**config.mk**
```make
export PLATFORM = sky130hd
export DESIGN_NAME = sent_tx_pulse_gen
export DESIGN_NICKNAME = d
export VERILOG_FILES = /design/src/rtl/sent_pkg.sv /design/src/rtl/sent_tick_gen.sv /design/src/rtl/sent_tx_pulse_gen.sv
export SDC_FILE = /design/constraint.sdc
export NUM_CORES = 1
export LEC_CHECK = 0
export CAP_MARGIN = 20
export CELL_PAD_IN_SITES_DETAIL_PLACEMENT = 0
export CELL_PAD_IN_SITES_GLOBAL_PLACEMENT = 1
export CORE_ASPECT_RATIO = 1.75
export CORE_MARGIN = 1.5
export CORE_UTILIZATION = 44
export DETAILED_ROUTE_END_ITERATION = 12
export HOLD_SLACK_MARGIN = 0.15
export PLACE_DENSITY = 0.89
export RECOVER_POWER = 50
export SYNTH_ARGS = -nofsm -noshare
export SYNTH_HDL_FRONTEND = slang
export SYNTH_SLANG_ARGS = --single-unit
```
**constraint.sdc**
```tcl
create_clock -name clk_tx -period 6.2 [get_ports clk_tx]
set_input_delay 1.24 -clock clk_tx [delete_from_list [all_inputs] [get_ports clk_tx]]
set_output_delay 1.24 -clock clk_tx [all_outputs]
set_load 0.02 [all_outputs]
```
**src/rtl/sent_pkg.sv**
```systemverilog
// -----------------------------------------------------------------------------
// sent_pkg
// Shared definitions for the SENT transmit pulse generator:
//   - sent_state_e : frame sequencer states
//   - SYNC_TICKS, NIB_BASE, PAUSE_MIN, PAUSE_MAX : pulse length constants (ticks)
//   - CRC4_TABLE / crc4() : SENT CRC over the three data nibbles
//   - pause_clamp() : limits the requested pause length to the legal window
// -----------------------------------------------------------------------------
package sent_pkg;

    typedef enum logic [2:0] {
        ST_IDLE,
        ST_SYNC,
        ST_STATUS,
        ST_DATA,
        ST_CRC,
        ST_PAUSE
    } sent_state_e;

    localparam logic [9:0] SYNC_TICKS = 10'd56;
    localparam logic [9:0] NIB_BASE   = 10'd12;
    localparam logic [9:0] PAUSE_MIN  = 10'd12;
    localparam logic [9:0] PAUSE_MAX  = 10'd768;

    // Packed so that CRC4_TABLE[i] is entry i; listed from entry 15 down to 0.
    localparam logic [15:0][3:0] CRC4_TABLE = {
        4'd5, 4'd8, 4'd2, 4'd15, 4'd11, 4'd6, 4'd12, 4'd1,
        4'd4, 4'd9, 4'd3, 4'd14, 4'd10, 4'd7, 4'd13, 4'd0
    };

    // Seed 5, one table step per nibble (MSN first), then one augmentation step.
    function automatic logic [3:0] crc4(input logic [11:0] word);
        logic [3:0] c;
        c = 4'h5;
        c = word[11:8] ^ CRC4_TABLE[c];
        c = word[7:4]  ^ CRC4_TABLE[c];
        c = word[3:0]  ^ CRC4_TABLE[c];
        c = CRC4_TABLE[c];
        return c;
    endfunction

    function automatic logic [9:0] pause_clamp(input logic [9:0] ticks);
        logic [9:0] r;
        if (ticks < PAUSE_MIN) begin
            r = PAUSE_MIN;
        end else if (ticks > PAUSE_MAX) begin
            r = PAUSE_MAX;
        end else begin
            r = ticks;
        end
        return r;
    endfunction

endpackage

```
**src/rtl/sent_tick_gen.sv**
```systemverilog
// -----------------------------------------------------------------------------
// sent_tick_gen
// Prescaler producing one SENT tick every TICK_DIV clock cycles.
//   clk_tx  : clock
//   clr_i   : synchronous clear; counter restarts so the first tick lands
//             TICK_DIV cycles after clr_i is released
//   tick_o  : one-cycle pulse on the last cycle of each tick period
// -----------------------------------------------------------------------------
module sent_tick_gen #(
    parameter int TICK_DIV = 4
) (
    input  logic clk_tx,
    input  logic clr_i,
    output logic tick_o
);

    localparam logic [7:0] LAST = 8'(TICK_DIV - 1);

    logic [7:0] cnt_q;
    logic [7:0] cnt_d;

    always_comb begin
        cnt_d = cnt_q + 8'd1;
        if (clr_i || (cnt_q == LAST)) begin
            cnt_d = 8'd0;
        end
    end

    always_ff @(posedge clk_tx) begin
        cnt_q <= cnt_d;
    end

    assign tick_o = (cnt_q == LAST) && !clr_i;

endmodule

```
**src/rtl/sent_tx_pulse_gen.sv**
```systemverilog
// -----------------------------------------------------------------------------
// sent_tx_pulse_gen
// SENT transmitter: pops a 12-bit word from a first-word-fall-through FIFO and
// sends SYNC, STATUS, 3 DATA nibbles, CRC and an optional PAUSE pulse.
// Every pulse is LOW_TICKS ticks low followed by high for the rest of its length.
//   clk_tx, reset_tx      : clock, synchronous active-high reset
//   tx_en                 : transmit enable (checked only at frame boundaries)
//   status_nib            : status nibble, sampled at the pop
//   pause_en, pause_ticks : optional pause pulse and its length, sampled at the pop
//   fifo_empty/fifo_rdata : FIFO flag and head word
//   fifo_rd_en            : pops the FIFO head in the same cycle
//   sent_out              : registered SENT line, idle high
//   busy                  : frame in progress
//   frame_done            : one-cycle pulse on the last cycle of a frame
// -----------------------------------------------------------------------------
module sent_tx_pulse_gen
    import sent_pkg::*;
#(
    parameter int TICK_DIV  = 4,
    parameter int LOW_TICKS = 5
) (
    input  logic        clk_tx,
    input  logic        reset_tx,
    input  logic        tx_en,
    input  logic [3:0]  status_nib,
    input  logic        pause_en,
    input  logic [9:0]  pause_ticks,
    input  logic        fifo_empty,
    input  logic [11:0] fifo_rdata,
    output logic        fifo_rd_en,
    output logic        sent_out,
    output logic        busy,
    output logic        frame_done
);

    localparam logic [9:0] LOW_LEN = 10'(LOW_TICKS);

    sent_state_e state_q, state_d;
    logic [9:0]  tcnt_q, tcnt_d;
    logic [1:0]  nib_q, nib_d;
    logic        sent_q, sent_d;

    logic [11:0] word_q;
    logic [3:0]  status_q;
    logic        pause_en_q;
    logic [9:0]  pause_len_q;

    logic        tick;
    logic        tick_clr;
    logic        pop_ok;
    logic        load;
    logic        last;
    logic        pulse_end;
    logic [3:0]  cur_nib;
    logic [9:0]  pulse_len;

    // Held in clear while idle so the first tick of a frame is exactly
    // TICK_DIV cycles after the pop; between pulses it wraps on its own.
    assign tick_clr = reset_tx || (state_q == ST_IDLE);

    sent_tick_gen #(
        .TICK_DIV (TICK_DIV)
    ) u_tick_gen (
        .clk_tx (clk_tx),
        .clr_i  (tick_clr),
        .tick_o (tick)
    );

    assign pop_ok = tx_en && !fifo_empty && !reset_tx;

    always_comb begin
        case (nib_q)
            2'd0:    cur_nib = word_q[11:8];
            2'd1:    cur_nib = word_q[7:4];
            default: cur_nib = word_q[3:0];
        endcase
    end

    always_comb begin
        case (state_q)
            ST_SYNC:   pulse_len = SYNC_TICKS;
            ST_STATUS: pulse_len = NIB_BASE + {6'd0, status_q};
            ST_DATA:   pulse_len = NIB_BASE + {6'd0, cur_nib};
            ST_CRC:    pulse_len = NIB_BASE + {6'd0, crc4(word_q)};
            ST_PAUSE:  pulse_len = pause_len_q;
            default:   pulse_len = SYNC_TICKS;
        endcase
    end

    assign pulse_end = tick && (state_q != ST_IDLE) && (tcnt_q == (pulse_len - 10'd1));

    always_comb begin
        state_d = state_q;
        tcnt_d  = tcnt_q;
        nib_d   = nib_q;
        load    = 1'b0;
        last    = 1'b0;

        case (state_q)
            ST_IDLE: begin
                if (pop_ok) begin
                    load    = 1'b1;
                    state_d = ST_SYNC;
                    tcnt_d  = 10'd0;
                    nib_d   = 2'd0;
                end
            end
            default: begin
                if (pulse_end) begin
                    tcnt_d = 10'd0;
                    case (state_q)
                        ST_SYNC: state_d = ST_STATUS;
                        ST_STATUS: begin
                            state_d = ST_DATA;
                            nib_d   = 2'd0;
                        end
                        ST_DATA: begin
                            if (nib_q == 2'd2) begin
                                state_d = ST_CRC;
                            end else begin
                                nib_d = nib_q + 2'd1;
                            end
                        end
                        ST_CRC: begin
                            if (pause_en_q) begin
                                state_d = ST_PAUSE;
                            end else begin
                                last = 1'b1;
                            end
                        end
                        default: last = 1'b1;
                    endcase
                end else if (tick) begin
                    tcnt_d = tcnt_q + 10'd1;
                end

                // End of frame: chain straight into the next one when possible.
                if (last) begin
                    if (pop_ok) begin
                        load    = 1'b1;
                        state_d = ST_SYNC;
                        nib_d   = 2'd0;
                    end else begin
                        state_d = ST_IDLE;
                    end
                end
            end
        endcase

        // Line level is derived from the next tick position so the register
        // falls on the first cycle of each pulse.
        sent_d = (state_d == ST_IDLE) || (tcnt_d >= LOW_LEN);
    end

    always_ff @(posedge clk_tx) begin
        if (reset_tx) begin
            state_q <= ST_IDLE;
            tcnt_q  <= 10'd0;
            nib_q   <= 2'd0;
            sent_q  <= 1'b1;
        end else begin
            state_q <= state_d;
            tcnt_q  <= tcnt_d;
            nib_q   <= nib_d;
            sent_q  <= sent_d;
        end
    end

    // Frame parameters are captured at the pop and held for the whole frame.
    always_ff @(posedge clk_tx) begin
        if (load) begin
            word_q      <= fifo_rdata;
            status_q    <= status_nib;
            pause_en_q  <= pause_en;
            pause_len_q <= pause_clamp(pause_ticks);
        end
    end

    assign fifo_rd_en = load;
    assign frame_done = last && !reset_tx;
    assign busy       = (state_q != ST_IDLE);
    assign sent_out   = sent_q;

endmodule

```
# Word-level counts from Yosys, hierarchy flattened
# Memory sizes are Yosys's and may differ from the RTL's.
# Cells that the tools add are included.
dict set report word_totals {
  reg_bits 51
  romBits 192
  input_bits 31
  out_inout_bits 4
  word_cells 90
  memories 3
}
dict set report classes {
  n_addsub 7
  order_cmp 6
  n_eq_ne 10
  mux 33
  n_bitwise 3
  n_reduce_logical 18
}
# memory depth word_bits read_ports rd_clocked_by_memory_dff wr line
set mem_list {}
lappend mem_list {{(no name shown)} 16 4 1 0 0 sent_pkg.sv:38} ;# c = CRC4_TABLE[c];
lappend mem_list {{(no name shown)} 16 4 1 0 0 sent_pkg.sv:37} ;# c = word[3:0] ^ CRC4_TABLE[c];
lappend mem_list {{(no name shown)} 16 4 1 0 0 sent_pkg.sv:36} ;# c = word[7:4] ^ CRC4_TABLE[c];
# cell count
set ops {}
lappend ops {{two-way mux 10 bit} 5}
lappend ops {{case mux 10 bit (4 select lines)} 1}
lappend ops {{two-way mux 3 bit} 6}
lappend ops {{adder 4 x 4 -> 5 bit, first input constant} 3}
lappend ops {{less-than comparator 4 x 5 -> 1 bit, second input constant} 3}
lappend ops {{two-way mux 2 bit} 6}
lappend ops {{two-way mux 4 bit} 3}
lappend ops {{case mux 3 bit (4 select lines)} 1}
lappend ops {{adder 10 x 1 -> 10 bit, second input constant} 1}
lappend ops {{equality test 10 bit} 1}
lappend ops {{>= comparator 10 x 3 -> 1 bit, second input constant} 1}
lappend ops {{greater-than comparator 10 bit, second input constant} 1}
lappend ops {{less-than comparator 10 x 4 -> 1 bit, second input constant} 1}
lappend ops {{subtractor 10 x 1 -> 10 bit, second input constant} 1}
lappend ops {{adder 8 x 1 -> 8 bit, second input constant} 1}
lappend ops {{equality test 8 x 2 -> 1 bit, second input constant} 1}
lappend ops {{two-way mux 1 bit} 8}
lappend ops {{case mux 4 bit (2 select lines)} 1}
lappend ops {{bitwise XOR 4 bit} 2}
lappend ops {{equality test 3 x 2 -> 1 bit, second input constant} 2}
lappend ops {{equality test 3 bit, second input constant} 2}
lappend ops {{logical AND 1 bit} 6}
lappend ops {{logical NOT 3 bit} 2}
lappend ops {{case mux 2 bit (2 select lines)} 1}
lappend ops {{13 further kinds} 17}

# Logic depth before layout (Yosys ltp)
# Gate-level depths: netlist (run 1).
dict set report logic_depth {
  depth_word 20
  ltp_mapped 20
  depth_no_buf 19
}

# Hierarchy
# From an unflattened synthesis (run 1), not the netlist that was laid out.
dict set report unflattened {
  hier_cells 386
  area_unflattened_um2 3447.1
}
# mod instances cells_per_inst area_per_inst_um2 seq_area_each_um2
set modules_own_cells {}
lappend modules_own_cells {sent_tx_pulse_gen 1 347 3103.0 1131.1}
lappend modules_own_cells {sent_tick_gen 1 39 344.1 160.2}

# Least setup slack after synthesis (run 1)
# Ideal clock, no wire load.
dict set report synth_path {
  path_kind {flip-flop to output port}
  startpoint {register word_q[9]}
  endpoint {output port fifo_rd_en}
  arrival_time_ns 4.339
  t_required_ns 4.960
  path_slack_ns 0.621
  stages_incl_launch_ff 17
  n_path_buf 0
  path_cell_list {edfxtp_1 > xnor3_1 > xnor3_1 > xnor2_1 > nand2_1 > nand2_1 > ha_1 > inv_1 > mux2i_1 > a22o_1 > and3_1 > and4_1 > a211oi_1 > nand3_1 > nor4_4 > a21bo_2 > and2_1}
}
dict set report synth_between {
  elab_chain_len 18
  word_cells_on_any_way 20
  classes_between {add/sub (3); eq/ne (1); mux (9); bitwise (3); reduce/logical (1); memory (3)}
}
# item line
set synth_rtl {}
lappend synth_rtl {{from (decl)} sent_tx_pulse_gen.sv:43} ;# logic [11:0] word_q;
lappend synth_rtl {{from (signal assigned)} sent_tx_pulse_gen.sv:172} ;# word_q <= fifo_rdata;
lappend synth_rtl {{inverter 2 bit (no source line)} n/a}
lappend synth_rtl {{memory read (16 x 4 bit)} n/a}
lappend synth_rtl {{two-way mux 4 bit (not written as such)} sent_pkg.sv:36}
lappend synth_rtl {{bitwise XOR 4 bit} sent_pkg.sv:36}
lappend synth_rtl {{memory read (16 x 4 bit)} n/a}
lappend synth_rtl {{two-way mux 4 bit (not written as such)} sent_pkg.sv:37}
lappend synth_rtl {{bitwise XOR 4 bit} sent_pkg.sv:37}
lappend synth_rtl {{memory read (16 x 4 bit)} n/a}
lappend synth_rtl {{[... 2 more ...]} n/a}
lappend synth_rtl {{case mux 10 bit (4 select lines) *} sent_tx_pulse_gen.sv:80} ;# case (state_q)
lappend synth_rtl {{subtractor 10 x 1 -> 10 bit *} sent_tx_pulse_gen.sv:90} ;# assign pulse_end = tick && (state_q != ST_IDLE) && (tcnt_q == (pulse_len - 10'd1));
lappend synth_rtl {{equality test 10 bit *} sent_tx_pulse_gen.sv:90}
lappend synth_rtl {{logical AND 1 bit *} sent_tx_pulse_gen.sv:90}
lappend synth_rtl {{two-way mux 1 bit *} sent_tx_pulse_gen.sv:109} ;# if (pulse_end) begin
lappend synth_rtl {{two-way mux 1 bit *} sent_tx_pulse_gen.sv:99} ;# case (state_q)
lappend synth_rtl {{two-way mux 1 bit *} sent_tx_pulse_gen.sv:138} ;# if (last) begin
lappend synth_rtl {{two-way mux 1 bit *} sent_tx_pulse_gen.sv:99}
lappend synth_rtl {{to (decl)} sent_tx_pulse_gen.sv:30} ;# output logic fifo_rd_en,
# Mark *: on every way between the ends. The rest lies on a longest branch, timed or not. The select of a mux whose other input is x is not followed.

# Worst setup path in the final report (run 1)
# Ends and elaborated chain as after synthesis.

==> metrics, run 1 <==
status=finished, final reports clean; clock sink count=just over 50; Clock Skew=approximately 0.0043 ns; final hold violation count=0; Crit path max-delay family=simple AND/OR/NAND/NOR gates; mux cell area share after synthesis=0.02133; Clk pwr share=0.381; Post-synth EDFFs=27; Place WS=about 0.54 ns; GPL Wtd Cong=approximately 0.86; Hold WC Path Type=flop to flop; vias in the first global route=around 2.9k; complex-gate fraction of the synthesized area=0.1804; share of layout cells above drive strength 1=0.06143; asr flop ratio synth=0; hold_ws=~0.46 ns; Hold EP=u_tick_gen.cnt_q[0]; register area share after synthesis=0.3862; Setup-failing EPs final=0; # placed instances=485; cells after synthesis=about 380; Clock transition at path regs=around 0.060 ns; Post-CTS Setup Bufs=0; Bufs on Longest Clock Path=2; Synth-to-Final Area Change=16.95%; H-tree Lvls=2; period utilisation layout=0.9096; # rows=41; adder-cell share of the synthesized area=0.03743; top cell type's share of synthesized area=0.2425; CP required=slightly below 5 ns; ANT cells=0; internal power=approximately 0.55 mW; Setup CP Type=flop to output port; Final Net Count=~450; layout filler cell count=~700; DRT antenna net count=0; synthesized area per cell=about 8.9 µm²; total grt overflow=0; pin count of the biggest net entering global routing=28; Ys Warns=0; total CTS buffers=5; vias=about 2.9k; largest cells by area after synthesis=edfxtp_1, dfxtp_1, xnor2_1, nand2_1, nor2_1; GRT Total Usage=0.2089; Worst VDD drop=~0.00016 V; Pwr Total=approximately 0.71 mW; Ports=35; area of the die=about 0.0082 mm²; Netlist cell types=between 60 and 70; Max-cap violations=0; NetSw=between 0.15 and 0.2 mW; Synth Cell Area=between 0.003 and 0.004 mm²; Slew Limit Fails=0; critical path fanouts, max=5; drt total wl=roughly 7900 µm; Slew headroom=0.3913; Residual DRC=0; Die W=68.89 µm; Comb pwr share=0.096; Net Sw Frac=0.2216; Hold Startpoint=u_tick_gen.cnt_q[0]; WL/cell=16.10 µm; DRT iter0 DRCs=between 200 and 250; Post-synth top cells=nand2_1, nor2_1, edfxtp_1, dfxtp_1, xnor2_1; nature of the critical path endpoint=output port; CTS tree=done; fmax=roughly 0.18 GHz; Worst R2R Start=word_q[9]; CP bufs+invs=2; CP max-delay cell=edfxtp_1; ys flop type=edfxtp_1; Synth Area in Simple Gates=0.2388; Yosys top cell by area=edfxtp_1; worst r2r dst=nib_q[0]; Initial Utilization=0.4589; R2R depth=18; syn_nets=around 420; worst hold stages=1; P per Cell Area=around 180 mW/mm²; CP Launch Type=flop; Worst EP arrival=between 4 and 5 ns; PortBufs=34; Leakage=between 1 and 1.5 nW; largest stage delay on the critical path=roughly 0.44 ns; core area=between 0.007 and 0.008 mm²; Skew-Pair Late Insertion Delay=approximately 0.29 ns; Via density=~6; drt first pass iters=4; Least-Margin Pin Slew=between 0.9 and 1 ns; Root Buffer=clkbuf_16; Non-Filler Instances=just under 500; count leader, synth=nand2_1; first-pass GRT wire length=12940 µm; FF+latch count, synth=51; Flop pwr share=0.523; largest family of logic cells by synthesized area=simple AND/OR/NAND/NOR gates; HPWL after DPL=6242 µm; unrepaired setup endpoints after global routing=false; xor and xnor area share after synthesis=0.08945; Setup TNS Final=0 ns; initial antenna violation count=0; Period minus WS final=around 5.6 ns; CP cell instances=xnor3_1, xnor3_1, xnor2_1, nand2_1, nand2_1, ha_1, inv_1, mux2i_1, a22o_1, and3_1, and4_1, a211oi_1, nand3_1, nor4_4, a21bo_2, and2_1, dlymetal6s2s_1; Final WS setup=approximately 0.56 ns; die outline height=118.3 µm; flop2flop setup slack=1.38 ns
[worst max path at each step]
stage | from | endpoint | cells after the start
after floorplan | word_q[9] | fifo_rd_en | 16
after global placement | word_q[9] | fifo_rd_en | 17
after CTS | word_q[9] | fifo_rd_en | 17
after global routing | word_q[9] | fifo_rd_en | 17
final | word_q[9] | fifo_rd_en | 17
after detailed placement | word_q[9] | fifo_rd_en | 17
[power groups by stage]
stage                     combinational (mW)  sequential [mW]  clock [mW]
after floorplan                       0.0401            0.374           0
after global placement                0.0699            0.376           0
after detailed placement              0.0713            0.376           0
after CTS                             0.0716            0.369       0.276
after global routing                  0.0745            0.369       0.288
final                                 0.0676            0.369       0.269
[what timing repair did]
item	4_1_cts	5_1_grt
setup endpoints to repair	0	2
hold buffers	0	0
resized for setup	0	4
endpoints found under the hold margin	0	0
[final cells by class]
| type | count | area, µm² | share of cell area |
|---|---|---|---|
| timing repair buffer | 44 | 412.9 | 0.1056 |
| tap | 86 | 107.6 | 0.02752 |
| inverter | 16 | 60.06 | 0.01536 |
| clock inverter | 1 | 6.256 | 0.001600 |
| multi-input combinational | 288 | 1899 | 0.4858 |
| sequential | 51 | 1291 | 0.3302 |
| clock buffer | 7 | 132.6 | 0.03392 |
[worst register-to-register path: stages (launching register included)]
cell and delay (ns):
edfxtp_1 0.44, xnor3_1 0.39, xnor3_1 0.42, xnor2_1 0.25, nand2_1 0.08, nand2_1 0.07
ha_1 0.26, inv_1 0.06, mux2i_1 0.07, a22o_1 0.26, and3_1 0.21, and4_1 0.27
a211oi_1 0.21, nand3_1 0.16, nor4_4 0.32, clkbuf_1 0.65, a22oi_1 0.24, a22oi_1 0.25
nor2_1 0.05
[routing by layer]
| metal | vias up | part of all wire | routed length [µm] | track usage |
|---|---|---|---|---|
| met5 | - | 0 | 0 | 0 |
| met4 | 0 | 0.058 | 463 | 0.1275 |
| met3 | 36 | 0.036 | 288 | 0.03901 |
| met2 | 87 | 0.56 | 4429 | 0.3870 |
| met1 | 1388 | 0.35 | 2755 | 0.1950 |
| li1 | 1432 | - | - | - |
[cells in the final DEF, fill, tap and decap left out, types with 9 or more instances in the layout]
master and count:
edfxtp_1 27, nor2_1 38, clkdlybuf4s50_1 9, a21oi_1 16, ha_1 10, xor2_1 9, o21ai_0 14, nand3_1 15
xnor2_1 19, inv_1 16, nand2_1 40, dlygate4sd3_1 23, dfxtp_1 24
[cells by family (layout without fill, tap and decap cells)]
family,after synthesis,in the layout
compound gates,86,86
buf+inv,37,68
simple gates,154,154
flops,51,51
mux,7,7
xor+xnor,31,31
fa+ha+maj,10,10
[metrics by stage]
| step | util | cell area (µm²) |
|---|---|---|
| 6_report | 0.5368 | 3910 |
| 4_1_cts | 0.5368 | 3910 |
| 2_1_floorplan | - | 3343 |
| 3_3_place_gp | 0.5177 | 3771 |
| 3_5_place_dp | 0.5177 | 3771 |
| 5_1_grt | 0.5368 | 3910 |
[registers in the layout (all words and copies together), names as in the netlist]
| signal | cells |
|---|---|
| tcnt_q | 10 |
| nib_q | 2 |
| pause_en_q | 1 |
| sent_out | 1 |
| status_q | 4 |
| pause_len_q | 10 |
| word_q | 12 |
| u_tick_gen.cnt_q | 8 |
| state_q | 3 |
(Power assumes the default switching activity.)
==> run 2: changes to the inputs <==
- TNS_END_PERCENT: not set -> 30
==> results of run 2 <==
Final layout, timing and power as in run 1 (identical DEF).
==> run 3: changes to the inputs <==
- PLACE_DENSITY: 0.89 -> not set
- PLACE_DENSITY_LB_ADDON: not set -> 0.1
==> metrics, run 3 (synthesis results as in run 1) <==
status=finished, final reports clean; vias=approximately 2.9k; Residual DRC=0; total grt overflow=0; Clock Skew=around 0.0066 ns; GRT Total Usage=0.2098; largest stage delay on the critical path=~0.45 ns; CP max-delay cell=edfxtp_1; drt first pass iters=4; Crit path max-delay family=simple AND/OR/NAND/NOR gates; ANT cells=0; Setup-failing EPs final=0; Skew-Pair Late Insertion Delay=0.29 ns; initial antenna violation count=0; unrepaired setup endpoints after global routing=false; Final Net Count=about 440; CTS tree=done; critical path fanouts, max=5; CP Launch Type=flop; Slew headroom=0.4221; core area=0.007284 mm²; CP cell instances=xnor3_1, xnor3_1, xnor2_1, nand2_1, nand2_1, ha_1, inv_1, mux2i_1, a22o_1, and3_1, and4_1, a211oi_1, nand3_1, nor4_1, a21bo_2, and2_1, dlymetal6s2s_1; Worst EP arrival=between 4 and 5 ns; commonest non-fill, non-tap cell in the layout=nand2_1; largest registers=word_q x12, pause_len_q x10, tcnt_q x10; Via density=approximately 5.8; Post-CTS Setup Bufs=0; HPWL after DPL=~5900 µm; Max-cap violations=0; vias in the first global route=about 2.8k; P per Cell Area=between 150 and 200 mW/mm²; Reg with most FFs=word_q; Period minus WS final=between 5 and 6 ns; Resize count post-CTS=0; fmax=0.1776 GHz; clock sink count=a little over 50; Non-Filler Instances=~500; DRT antenna net count=0; Largest register FFs=12; Least-Margin Pin Slew=between 0.8 and 0.9 ns; GPL Wtd Cong=around 0.90; hold buffer count at cts=0; CP bufs+invs=2; DRT iter0 DRCs=between 100 and 150; area of the die=just over 0.008 mm²; total CTS buffers=5; nature of the critical path endpoint=output port; Die W=~70 µm; pin count of the biggest net entering global routing=28; Leakage=roughly 1.4 nW; Hold WC Path Type=flop to flop; period utilisation layout=0.9084; layout filler cell count=around 690; Setup TNS Final=0 ns; Clock transition at path regs=around 0.060 ns; share of layout cells above drive strength 1=0.05198; Slew Limit Fails=0; Initial Utilization=0.4589; PortBufs=34; final hold violation count=0; Synth-to-Final Area Change=16.35%; Root Buffer=clkbuf_16; # rows=41; first-pass GRT wire length=12930 µm; Worst VDD drop=0.0001515 V; WL/cell=around 16 µm; most frequent cells in the layout=nand2_1, nor2_1, edfxtp_1; Bufs on Longest Clock Path=2; H-tree Lvls=2; # placed instances=482; drt total wl=~7800 µm; CP required=between 4 and 5 ns; Setup CP Type=flop to output port; die outline height=roughly 120 µm; Ports=35
## run 3: changes by cell type in the layout (fill, tap and decap cells not counted), sizes merged
cell / before / now
buf: 8 / 5
clkbuf: 9 / 7
bufinv: 0 / 1
clkinv: 0 / 1
clkinvlp: 0 / 1
inv: 17 / 16
## run 3: path summary, 6_finish.rpt
| check | from | slack, ns | cells past startpoint | endpoint |
|---|---|---|---|---|
| worst max-delay path | word_q[9] | 0.57 | 17 | fifo_rd_en |
| worst min-delay path | u_tick_gen.cnt_q[0] | 0.46 | 1 | u_tick_gen.cnt_q[0] |
| worst max register to register | word_q[9] | 1.39 | 18 | tcnt_q[9] |
| worst min register to register | u_tick_gen.cnt_q[0] | 0.46 | 1 | u_tick_gen.cnt_q[0] |
## run 3: power by group
part           switching [mW]  leakage, nW  internal [mW]  total (mW)
registers             0.00630        0.442          0.363       0.369
clock network           0.119       0.0774          0.188       0.307
logic                  0.0303        0.883         0.0350      0.0653
## run 3: per-layer routing
metal  share of wire  global-route usage
met5               0                   0
met4           0.022             0.08333
met3           0.024             0.03520
met2            0.55              0.3792
met1            0.40              0.2301
## run 3: layout make-up
cell class,count,area (µm²),area share
flip-flops and latches,51,1291,0.3319
clock inverters,3,38.79,0.009971
repair buffers,41,390.4,0.1004
multi-input cells,288,1877,0.4825
well taps,86,107.6,0.02766
inverters,16,60.06,0.01544
clock buffers,5,125.1,0.03216
## run 3: metrics by stage
step	power, mW	hold slack, ns	area [µm²]	util	setup WS (ns)
final	0.7420	0.4606	3890	0.5340	0.5681
after global routing	0.7688	0.4995	3890	0.5340	0.2128
after CTS	0.7557	0.4663	3913	0.5371	0.2368
after detailed placement	0.4463	0.4515	3749	0.5146	0.5803
after global placement	0.4453	0.4419	3749	0.5146	0.6225
after floorplan	0.4145	0.4297	3343	-	0.6209
